**config.mk**
```make
export PLATFORM = sky130hd
export DESIGN_NAME = ram_port_access_ctrl_flat
export DESIGN_NICKNAME = d
export VERILOG_FILES = /design/src/rtl/ram_port_access_ctrl_if.sv /design/src/rtl/ram_port_access_ctrl.sv /design/src/flat_wrapper.sv
export SDC_FILE = /design/constraint.sdc
export NUM_CORES = 1
export LEC_CHECK = 0
export ABC_AREA = 1
export CAP_MARGIN = 5
export CELL_PAD_IN_SITES_DETAIL_PLACEMENT = 1
export CELL_PAD_IN_SITES_GLOBAL_PLACEMENT = 1
export CORE_MARGIN = 8
export CORE_UTILIZATION = 45
export CTS_BUF_LIST = sky130_fd_sc_hd__clkbuf_4 sky130_fd_sc_hd__clkbuf_8
export CTS_CLUSTER_SIZE = 20
export DETAILED_ROUTE_END_ITERATION = 10
export HOLD_SLACK_MARGIN = 0.12
export PLACE_DENSITY = 0.95
export SETUP_SLACK_MARGIN = 0.15
export SYNTH_ARGS = -nofsm -noshare
export SYNTH_HDL_FRONTEND = slang
export SYNTH_SLANG_ARGS = --single-unit
```
**constraint.sdc**
```tcl
create_clock -name i_clk -period 3.8 [get_ports i_clk]
set_clock_uncertainty 0.05 [all_clocks]
set_input_delay 0.76 -clock i_clk [delete_from_list [all_inputs] [get_ports i_clk]]
set_output_delay 0.76 -clock i_clk [all_outputs]
set_load 0.02 [all_outputs]
```
**src/rtl/ram_port_access_ctrl_if.sv**
```systemverilog
// rtl/ram_port_access_ctrl_if.sv - request, response and RAM strobe bundle for one RAM port
interface ram_port_access_ctrl_if #(
  parameter int DATA_WIDTH = 8,
  parameter int ADDR_WIDTH = 3
);
  logic                  i_req_valid;
  logic                  o_req_ready;
  logic                  i_req_we;
  logic [ADDR_WIDTH-1:0] i_req_addr;
  logic [DATA_WIDTH-1:0] i_req_wdata;
  logic                  o_rsp_valid;
  logic                  i_rsp_ready;
  logic [DATA_WIDTH-1:0] o_rsp_data;
  logic                  o_en;
  logic                  o_we;
  logic [ADDR_WIDTH-1:0] o_addr;
  logic [DATA_WIDTH-1:0] o_din;
  logic [DATA_WIDTH-1:0] i_dout;

  // Controller side
  modport slave (
    input  i_req_valid, i_req_we, i_req_addr, i_req_wdata, i_rsp_ready, i_dout,
    output o_req_ready, o_rsp_valid, o_rsp_data, o_en, o_we, o_addr, o_din
  );

  // Requester and RAM side
  modport master (
    output i_req_valid, i_req_we, i_req_addr, i_req_wdata, i_rsp_ready, i_dout,
    input  o_req_ready, o_rsp_valid, o_rsp_data, o_en, o_we, o_addr, o_din
  );
endinterface

```
**src/rtl/ram_port_access_ctrl.sv**
```systemverilog
// rtl/ram_port_access_ctrl.sv - request controller with read latency tracking and response FIFO
module ram_port_access_ctrl #(
  parameter int DATA_WIDTH      = 8,
  parameter int ADDR_WIDTH      = 3,
  parameter int WRITE_LATENCY   = 5,
  parameter int READ_LATENCY    = 4,
  parameter int MAX_OUTSTANDING = 4
) (
  input logic                   i_clk,
  input logic                   i_rst_n,
  ram_port_access_ctrl_if.slave bus
);
  localparam int PTR_W = (MAX_OUTSTANDING > 1) ? $clog2(MAX_OUTSTANDING) : 1;
  localparam int CNT_W = $clog2(MAX_OUTSTANDING + 1);
  localparam logic [PTR_W-1:0] LAST_PTR = PTR_W'(MAX_OUTSTANDING - 1);
  localparam logic [CNT_W-1:0] MAX_CNT  = CNT_W'(MAX_OUTSTANDING);

  logic                  active;
  logic [CNT_W-1:0]      credit_cnt;
  logic [READ_LATENCY-1:0]  rd_vld;
  logic [WRITE_LATENCY-1:0] wr_vld;
  logic [ADDR_WIDTH-1:0] wr_addr [WRITE_LATENCY];
  logic [DATA_WIDTH-1:0] fifo_mem [MAX_OUTSTANDING];
  logic [PTR_W-1:0]      wr_ptr;
  logic [PTR_W-1:0]      rd_ptr;
  logic [CNT_W-1:0]      fifo_cnt;
  logic                  addr_hazard;
  logic                  credit_full;
  logic                  accept;
  logic                  rd_accept;
  logic                  fifo_push;
  logic                  fifo_pop;
  logic                  fifo_empty;

  function automatic logic [PTR_W-1:0] ptr_inc(input logic [PTR_W-1:0] p);
    return (p == LAST_PTR) ? '0 : p + PTR_W'(1);
  endfunction

  // A read must not overtake a write still travelling through the RAM write pipeline
  always_comb begin
    addr_hazard = bus.o_en && bus.o_we && (bus.o_addr == bus.i_req_addr);
    for (int i = 0; i < WRITE_LATENCY; i++) begin
      if (wr_vld[i] && (wr_addr[i] == bus.i_req_addr)) addr_hazard = 1'b1;
    end
  end

  assign credit_full     = (credit_cnt == MAX_CNT);
  assign bus.o_req_ready = active && !(!bus.i_req_we && (credit_full || addr_hazard));
  assign accept          = bus.i_req_valid && bus.o_req_ready;
  assign rd_accept       = accept && !bus.i_req_we;
  assign fifo_push       = rd_vld[READ_LATENCY-1];
  assign fifo_empty      = (fifo_cnt == '0);
  assign fifo_pop        = !fifo_empty && bus.i_rsp_ready;
  assign bus.o_rsp_valid = !fifo_empty;
  assign bus.o_rsp_data  = fifo_empty ? '0 : fifo_mem[rd_ptr];

  // Hold off acceptance until the first edge after reset release
  always_ff @(posedge i_clk or negedge i_rst_n) begin
    if (!i_rst_n) active <= 1'b0;
    else          active <= 1'b1;
  end

  // One-cycle RAM strobe per accepted request; address and data hold when idle
  always_ff @(posedge i_clk or negedge i_rst_n) begin
    if (!i_rst_n) begin
      bus.o_en   <= 1'b0;
      bus.o_we   <= 1'b0;
      bus.o_addr <= '0;
      bus.o_din  <= '0;
    end else begin
      bus.o_en <= accept;
      bus.o_we <= accept && bus.i_req_we;
      if (accept) begin
        bus.o_addr <= bus.i_req_addr;
        bus.o_din  <= bus.i_req_wdata;
      end
    end
  end

  // Read valid pipeline: the last stage marks the cycle i_dout carries read data
  always_ff @(posedge i_clk or negedge i_rst_n) begin
    if (!i_rst_n) begin
      rd_vld <= '0;
    end else begin
      rd_vld[0] <= bus.o_en && !bus.o_we;
      for (int i = 1; i < READ_LATENCY; i++) rd_vld[i] <= rd_vld[i-1];
    end
  end

  // Write tracker: addresses of writes not yet committed to the array
  always_ff @(posedge i_clk or negedge i_rst_n) begin
    if (!i_rst_n) begin
      wr_vld <= '0;
      for (int i = 0; i < WRITE_LATENCY; i++) wr_addr[i] <= '0;
    end else begin
      wr_vld[0]  <= bus.o_en && bus.o_we;
      wr_addr[0] <= bus.o_addr;
      for (int i = 1; i < WRITE_LATENCY; i++) begin
        wr_vld[i]  <= wr_vld[i-1];
        wr_addr[i] <= wr_addr[i-1];
      end
    end
  end

  // Credits cover reads from acceptance until their response is popped
  always_ff @(posedge i_clk or negedge i_rst_n) begin
    if (!i_rst_n) begin
      credit_cnt <= '0;
    end else if (rd_accept && !fifo_pop) begin
      credit_cnt <= credit_cnt + CNT_W'(1);
    end else if (!rd_accept && fifo_pop) begin
      credit_cnt <= credit_cnt - CNT_W'(1);
    end
  end

  // Response FIFO pointers and occupancy
  always_ff @(posedge i_clk or negedge i_rst_n) begin
    if (!i_rst_n) begin
      wr_ptr   <= '0;
      rd_ptr   <= '0;
      fifo_cnt <= '0;
    end else begin
      if (fifo_push) wr_ptr <= ptr_inc(wr_ptr);
      if (fifo_pop)  rd_ptr <= ptr_inc(rd_ptr);
      if (fifo_push && !fifo_pop)      fifo_cnt <= fifo_cnt + CNT_W'(1);
      else if (!fifo_push && fifo_pop) fifo_cnt <= fifo_cnt - CNT_W'(1);
    end
  end

  // Response FIFO storage; contents are only visible while occupancy is non-zero
  always_ff @(posedge i_clk) begin
    if (fifo_push) fifo_mem[wr_ptr] <= bus.i_dout;
  end
endmodule

```
**src/flat_wrapper.sv**
```systemverilog
// flat-port wrapper written by rule: the top's interface ports become plain ports
module ram_port_access_ctrl_flat 
#(
  parameter int DATA_WIDTH      = 8,
  parameter int ADDR_WIDTH      = 3,
  parameter int WRITE_LATENCY   = 5,
  parameter int READ_LATENCY    = 4,
  parameter int MAX_OUTSTANDING = 4
)
  (i_clk, i_rst_n, bus_i_req_valid, bus_i_req_we, bus_i_req_addr, bus_i_req_wdata, bus_i_rsp_ready, bus_i_dout, bus_o_req_ready, bus_o_rsp_valid, bus_o_rsp_data, bus_o_en, bus_o_we, bus_o_addr, bus_o_din);
  ram_port_access_ctrl_if #(.DATA_WIDTH(DATA_WIDTH), .ADDR_WIDTH(ADDR_WIDTH)) bus_i ();
  input logic i_clk;
  input logic i_rst_n;
  input wire logic [$bits(bus_i.i_req_valid)-1:0] bus_i_req_valid;
  input wire logic [$bits(bus_i.i_req_we)-1:0] bus_i_req_we;
  input wire logic [$bits(bus_i.i_req_addr)-1:0] bus_i_req_addr;
  input wire logic [$bits(bus_i.i_req_wdata)-1:0] bus_i_req_wdata;
  input wire logic [$bits(bus_i.i_rsp_ready)-1:0] bus_i_rsp_ready;
  input wire logic [$bits(bus_i.i_dout)-1:0] bus_i_dout;
  output wire logic [$bits(bus_i.o_req_ready)-1:0] bus_o_req_ready;
  output wire logic [$bits(bus_i.o_rsp_valid)-1:0] bus_o_rsp_valid;
  output wire logic [$bits(bus_i.o_rsp_data)-1:0] bus_o_rsp_data;
  output wire logic [$bits(bus_i.o_en)-1:0] bus_o_en;
  output wire logic [$bits(bus_i.o_we)-1:0] bus_o_we;
  output wire logic [$bits(bus_i.o_addr)-1:0] bus_o_addr;
  output wire logic [$bits(bus_i.o_din)-1:0] bus_o_din;
  assign bus_i.i_req_valid = bus_i_req_valid;
  assign bus_i.i_req_we = bus_i_req_we;
  assign bus_i.i_req_addr = bus_i_req_addr;
  assign bus_i.i_req_wdata = bus_i_req_wdata;
  assign bus_i.i_rsp_ready = bus_i_rsp_ready;
  assign bus_i.i_dout = bus_i_dout;
  assign bus_o_req_ready = bus_i.o_req_ready;
  assign bus_o_rsp_valid = bus_i.o_rsp_valid;
  assign bus_o_rsp_data = bus_i.o_rsp_data;
  assign bus_o_en = bus_i.o_en;
  assign bus_o_we = bus_i.o_we;
  assign bus_o_addr = bus_i.o_addr;
  assign bus_o_din = bus_i.o_din;
  ram_port_access_ctrl #(.DATA_WIDTH(DATA_WIDTH), .ADDR_WIDTH(ADDR_WIDTH), .WRITE_LATENCY(WRITE_LATENCY), .READ_LATENCY(READ_LATENCY), .MAX_OUTSTANDING(MAX_OUTSTANDING)) u_core (.i_clk(i_clk), .i_rst_n(i_rst_n), .bus(bus_i));
endmodule
```
[After elaboration in Yosys (flattened, before gate mapping)]
Memories as Yosys holds them, arrays and structs flattened.
Cells that the tools add are included.
Word-level totals
  flip-flop bits (word level): 48
  RAM bits: 32
  input port bits: 24
  output and inout port bits: 23
  word-level logic and storage cells: 75
  memories kept: 1
Cells by class
  $add $sub $neg: 6
  equality and inequality tests: 9
  muxes and demuxes: 14
  reductions and logical operators: 29
Memory list
  u_core.fifo_mem: words 4, bits a word 8, read ports 1, clocked after Yosys merged registers in 0, wr ports 1, line ram_port_access_ctrl.sv:23  | logic [DATA_WIDTH-1:0] fifo_mem [MAX_OUTSTANDING];
Operators with widths (number)
  $eq A3 B3 Y1: 6
  $logic_and A1 B1 Y1: 18
  $mux W3: 4
  $mux W8: 1
  $logic_not A1 Y1: 7
  $mux W1: 7
  $add A3 B1 Y3 const B: 2
  $sub A3 B1 Y3 const B: 2
  $add A2 B1 Y2 const B: 2
  $eq A2 B2 Y1 const B: 2
  $mux W2: 2
  $reduce_bool A2 Y1: 2
  $eq A3 B3 Y1 const B: 1
  $logic_not A3 Y1: 1
  $logic_or A1 B1 Y1: 1

[Depth between registers and ports, before layout]
  depth after elaboration: 17
  mapped depth: 19
  mapped depth without buffers: 17

[Least setup slack after synthesis]
OpenSTA, ideal clock, no wires.
  path kind: input port to flip-flop
  start: input port bus_i_req_addr[2]
  end: register u_core.credit_cnt[2]
  library setup time: 124 ps
  data arrival time: 2611 ps
  required time: 3626 ps
  path slack: 1014 ps
  stages: 19
  path buffers: 2
  path through: buf_2 > inv_2 > nand2_1 > nand2_1 > nor2_1 > nand2_1 > nand2_1 > nor2_1 > nand2_2 > nand2_4 > buf_4 > nand4_1 > inv_1 > ha_1 > inv_1 > fa_1 > a21oi_1 > o21ai_0 > xnor2_1
Between the ends
  cells in the longest elaborated chain, start to end: 16
  elaborated cells between the ends (all ways): 28
  classes of those cells: eq/ne (6); mux (6); reduce/logical (16)
RTL lines
  start: declaration: line flat_wrapper.sv:16  | input wire logic [$bits(bus_i.i_req_addr)-1:0] bus_i_req_addr;
  $eq A3 B3 Y1 (on tied branches): line ram_port_access_ctrl.sv:41, ram_port_access_ctrl.sv:43
  $logic_and A1 B1 Y1 (on tied branches): line ram_port_access_ctrl.sv:41, ram_port_access_ctrl.sv:43
  $mux W1 (4 in series): line ram_port_access_ctrl.sv:43  | if (wr_vld[i] && (wr_addr[i] == bus.i_req_addr)) addr_hazard = 1'b1;
  $mux W1 (*): line ram_port_access_ctrl.sv:43
  $logic_or A1 B1 Y1 (*): line ram_port_access_ctrl.sv:48  | assign bus.o_req_ready = active && !(!bus.i_req_we && (credit_full || addr_hazard));
  $logic_and A1 B1 Y1 (*): line ram_port_access_ctrl.sv:48
  $logic_not A1 Y1 (*): line ram_port_access_ctrl.sv:48
  $logic_and A1 B1 Y1 (*): line ram_port_access_ctrl.sv:48
  $logic_and A1 B1 Y1 (*): line ram_port_access_ctrl.sv:49  | assign accept = bus.i_req_valid && bus.o_req_ready;
  $logic_and A1 B1 Y1 (*): line ram_port_access_ctrl.sv:50  | assign rd_accept = accept && !bus.i_req_we;
  $logic_not A1 Y1: line ram_port_access_ctrl.sv:111  | end else if (!rd_accept && fifo_pop) begin
  $logic_and A1 B1 Y1: line ram_port_access_ctrl.sv:111
  $reduce_bool A2 Y1 (no source line)
  end signal: assignment: line ram_port_access_ctrl.sv:110  | credit_cnt <= credit_cnt + CNT_W'(1);
  end signal: assignment: line ram_port_access_ctrl.sv:112  | credit_cnt <= credit_cnt - CNT_W'(1);
  end: declaration: line ram_port_access_ctrl.sv:19  | logic [CNT_W-1:0] credit_cnt;
Mark *: on every way between the ends. The rest lies on a longest branch, timed or not.
A chain may end at the register's enable or synchronous reset.

[Final worst setup path]
  start: input port bus_i_req_addr[0]
  end: output port bus_o_req_ready
Between the ends
  cells in the longest elaborated chain, start to end: 11
  elaborated cells between the ends (all ways): 21
  classes of those cells: eq/ne (6); mux (5); reduce/logical (10)
RTL lines
  $eq A3 B3 Y1 (on tied branches): line ram_port_access_ctrl.sv:41, ram_port_access_ctrl.sv:43
  $logic_and A1 B1 Y1 (on tied branches): line ram_port_access_ctrl.sv:41, ram_port_access_ctrl.sv:43
  $mux W1 (4 in series): line ram_port_access_ctrl.sv:43
  $mux W1 (*): line ram_port_access_ctrl.sv:43
  $logic_or A1 B1 Y1 (*): line ram_port_access_ctrl.sv:48
  $logic_and A1 B1 Y1 (*): line ram_port_access_ctrl.sv:48
  $logic_not A1 Y1 (*): line ram_port_access_ctrl.sv:48
  $logic_and A1 B1 Y1 (*): line ram_port_access_ctrl.sv:48
  end: declaration: line flat_wrapper.sv:20  | output wire logic [$bits(bus_i.o_req_ready)-1:0] bus_o_req_ready;
Marks and branches as above.

==> qor.txt <==
status: finished, final reports clean
unrepaired setup endpoints after global routing: no
measured slew at the worst slew-check pin: 1070 ps
TNS Setup: 0 ps
slowest cell on the critical path: clkdlybuf4s50_1
Syn-to-layout area delta: 21.7%
row count: 31
CP Max Fanout: 10
pin count of the biggest net entering global routing: 49
max_cap viols: 0
critical setup path kind: in -> out
Chip Height: 103 um
Hold Violations, Final: 0
final wirelength: 8190 um
H-tree levels: 3
Async SR Flop Fraction: 60.0%
Setup Viol. Count Final: 0
fin. max-slew vios: 0
hold_sp: u_core.rd_vld[1]$_DFF_PN0_
Mapped Avg Cell Area: 10.1 um2
post-synthesis sequential area ratio: 64.2%
vias in the first global route: 2800
ratio of final minimum period to clock period: 90.8%
# IOs: 47
Hold Path Cell Cnt: 0
VDD IR max: 0.235 mV
Slew HR: 28.7%
Worst Path Required: 2990 ps
routability cong.: 0.845
Root Buffer: clkbuf_8
met3 WL: 467 um
Num CTS Buffers: 9
Die ar.: 10500 um2
Skew-Pair Late Insertion Delay: 350 ps
CP Capture Type: primary output
HP Class: reg -> reg
count leader, synth: nand2_1
R2R setup slack: 1190 ps
GR Overflow Total: 0
setup repair bufs after CTS: 0
Synth area leader: dfrtp_1
Worst Setup Start Kind: input pin
Leakage: 1.87 nW
Metal-1 WL: 3220 um
Synth cell types: 28
routed vias/inst: 5.02
Worst Hold End: u_core.rd_vld[2]$_DFF_PN0_
nets: 416
CTS tree: done
Worst EP arrival: 2640 ps
initial antenna violation count: 0
Routed Antenna Nets: 0
metal2 WL: 4330 um
post-route minimum period: 3450 ps
RR Endpoint: u_core.credit_cnt[2]$_DFFE_PN0P_
Initial Util: 46.5%
ant diodes: 0
Port Buffers: 46
top cells by count, synth: nand2_1, nor2_1, dfrtp_1
syn nets: 367
top metal layer carrying routed signals: met4
clock slew seen by the registers of the worst setup and hold paths: 80 ps
Ys Warns: 0
die width: 103 um
Fmax: 290 MHz
Critical path buffers and inverters: 4
Synth area leaders: dfrtp_1, edfxtp_1, nand2_1, nor2_1, inv_1
pwr dens: 672 nW/um2
CP peak stage delay: 600 ps
Netlist Area Pre-Place: 3370 um2
fill cell count: 831
HPWL after DPL: 5980 um
Sink Count: 80
first-pass GRT wire length: 13400 um
number of flops mapped to enable cells by yosys: 32
residual DRC count: 0
core area: 7250 um2
Post-synth top flop: dfrtp_1
First DRT Iteration DRCs: 61
Reg2Reg Launch Point: u_core.fifo_cnt[0]$_DFFE_PN0P_
share of layout cells above drive strength 1: 6.96%
Yosys reg bits: 80
critical path, cell by cell: dlygate4sd2_1, inv_2, o211ai_1, nor2_1, nor2_2, nand2_2, nand2_4, nand2_1, inv_1, clkdlybuf4s50_1
Total GRT Usage: 17.2%
via count: 2447
Synth top area share: 35.6%
Hold Slack: 304 ps
WL/cell: 16.8 um
clk buf depth: 2
DR pass1 iterations: 4
Syn Inst Count: 334
Worst path top cell family by delay: buffers and inverters
reg2reg path depth: 9
==> registers in the layout (all words and copies together), names as in the netlist, 3 cells and up <==
| name | count |
|---|---|
| u_core.wr_vld | 5 |
| u_core.wr_addr | 15 |
| u_core.credit_cnt | 3 |
| u_core.rd_vld | 4 |
| u_core.fifo_mem | 32 |
| u_core.bus.o_addr | 3 |
| u_core.bus.o_din | 8 |
| u_core.fifo_cnt | 3 |
==> worst register-to-register path: cells and delay by family (launching register included) <==
kind / cells / cell delay, ps
flip-flops: 1 / 440
adder cells (fa/ha/maj): 2 / 560
AO/OA/AOI/OAI: 2 / 280
buffers and inverters: 2 / 210
XOR/XNOR: 1 / 140
AND/OR/NAND/NOR: 2 / 820
==> how the worst max path moves through the flow <==
stage / from / to / cells after the start
final: bus_i_req_addr[0] / bus_o_req_ready / 10
after global routing: bus_i_req_addr[0] / bus_o_req_ready / 11
after CTS: bus_i_req_addr[2] / bus_o_req_ready / 13
after detailed placement: bus_i_req_addr[0] / u_core.credit_cnt[2]$_DFFE_PN0P_ / 16
after global placement: bus_i_req_addr[0] / bus_o_req_ready / 11
after floorplan: bus_i_req_addr[2] / u_core.credit_cnt[2]$_DFFE_PN0P_ / 19
==> power by group <==
group          switching, mW  internal, mW
Sequential             0.162          1.06
Combinational          0.531         0.401
Clock                  0.305         0.297
==> cell type report <==
class,count,area [um2],share of cell area (%)
Multi-Input combinational cell,207,1010,24.7
Timing Repair Buffer,48,474,11.6
Clock inverter,7,62.6,1.53
Sequential cell,80,2160,52.7
Inverter,37,139,3.39
Tap cell,99,124,3.02
Clock buffer,9,124,3.02
==> through the flow <==
stage	total power, mW	instance area (um2)	std cells	setup WS (ps)	util (%)
global placement	2.09	3910	471	126	53.9
detailed placement	2.18	3910	471	15.3	53.9
floorplan	1.75	3370	334	1010	-
global route	2.92	4100	487	201	56.5
CTS	2.79	4100	487	165	56.5
finish	2.75	4100	487	350	56.5
==> cells by family (layout without fill, tap and decap cells) <==
kind of cell | count (synthesis) | count (layout) | synth area share (%)
adders and majority gates | 9 | 9 | 3.79
DFF | 80 | 80 | 64.2
buffers and inverters | 47 | 101 | 5.72
other | 1 | 1 | 0.111
AOI/OAI and AO/OA | 34 | 34 | 5.20
and+or+nand+nor | 156 | 156 | 19.0
muxes | 2 | 2 | 0.668
xor gates and xnor gates | 5 | 5 | 1.30
==> repair_timing <==
| action | in CTS | in global routing |
|---|---|---|
| gates resized for setup | 1 | 2 |
| setup endpoints to repair | 1 | 1 |
| cloned | 0 | 0 |
| hold buffers | 0 | 0 |
==> per-layer routing <==
layer,up-vias,track usage (%)
li1,1160,-
met1,1218,17.6
met2,55,31.5
met3,14,4.86
met4,0,7.90
met5,-,0
==> cell usage in the layout, fill, tap and decap left out, drive strengths merged <==
cell type	count
dfrtp	48
ha	7
inv	36
dlygate4sd2	1
edfxtp	32
buf	3
o211ai	1
a21oi	10
fa	2
clkbuf	9
nand3	2
dlymetal6s2s	2
nor3	1
conb	1
nand2	87
xnor2	5
nor2	54
nand4	12
mux2	2
o21ai	22
clkdlybuf4s50	42
a21boi	1
bufinv	1
clkinv	5
clkinvlp	2
Power figures use the tool's default switching activity.
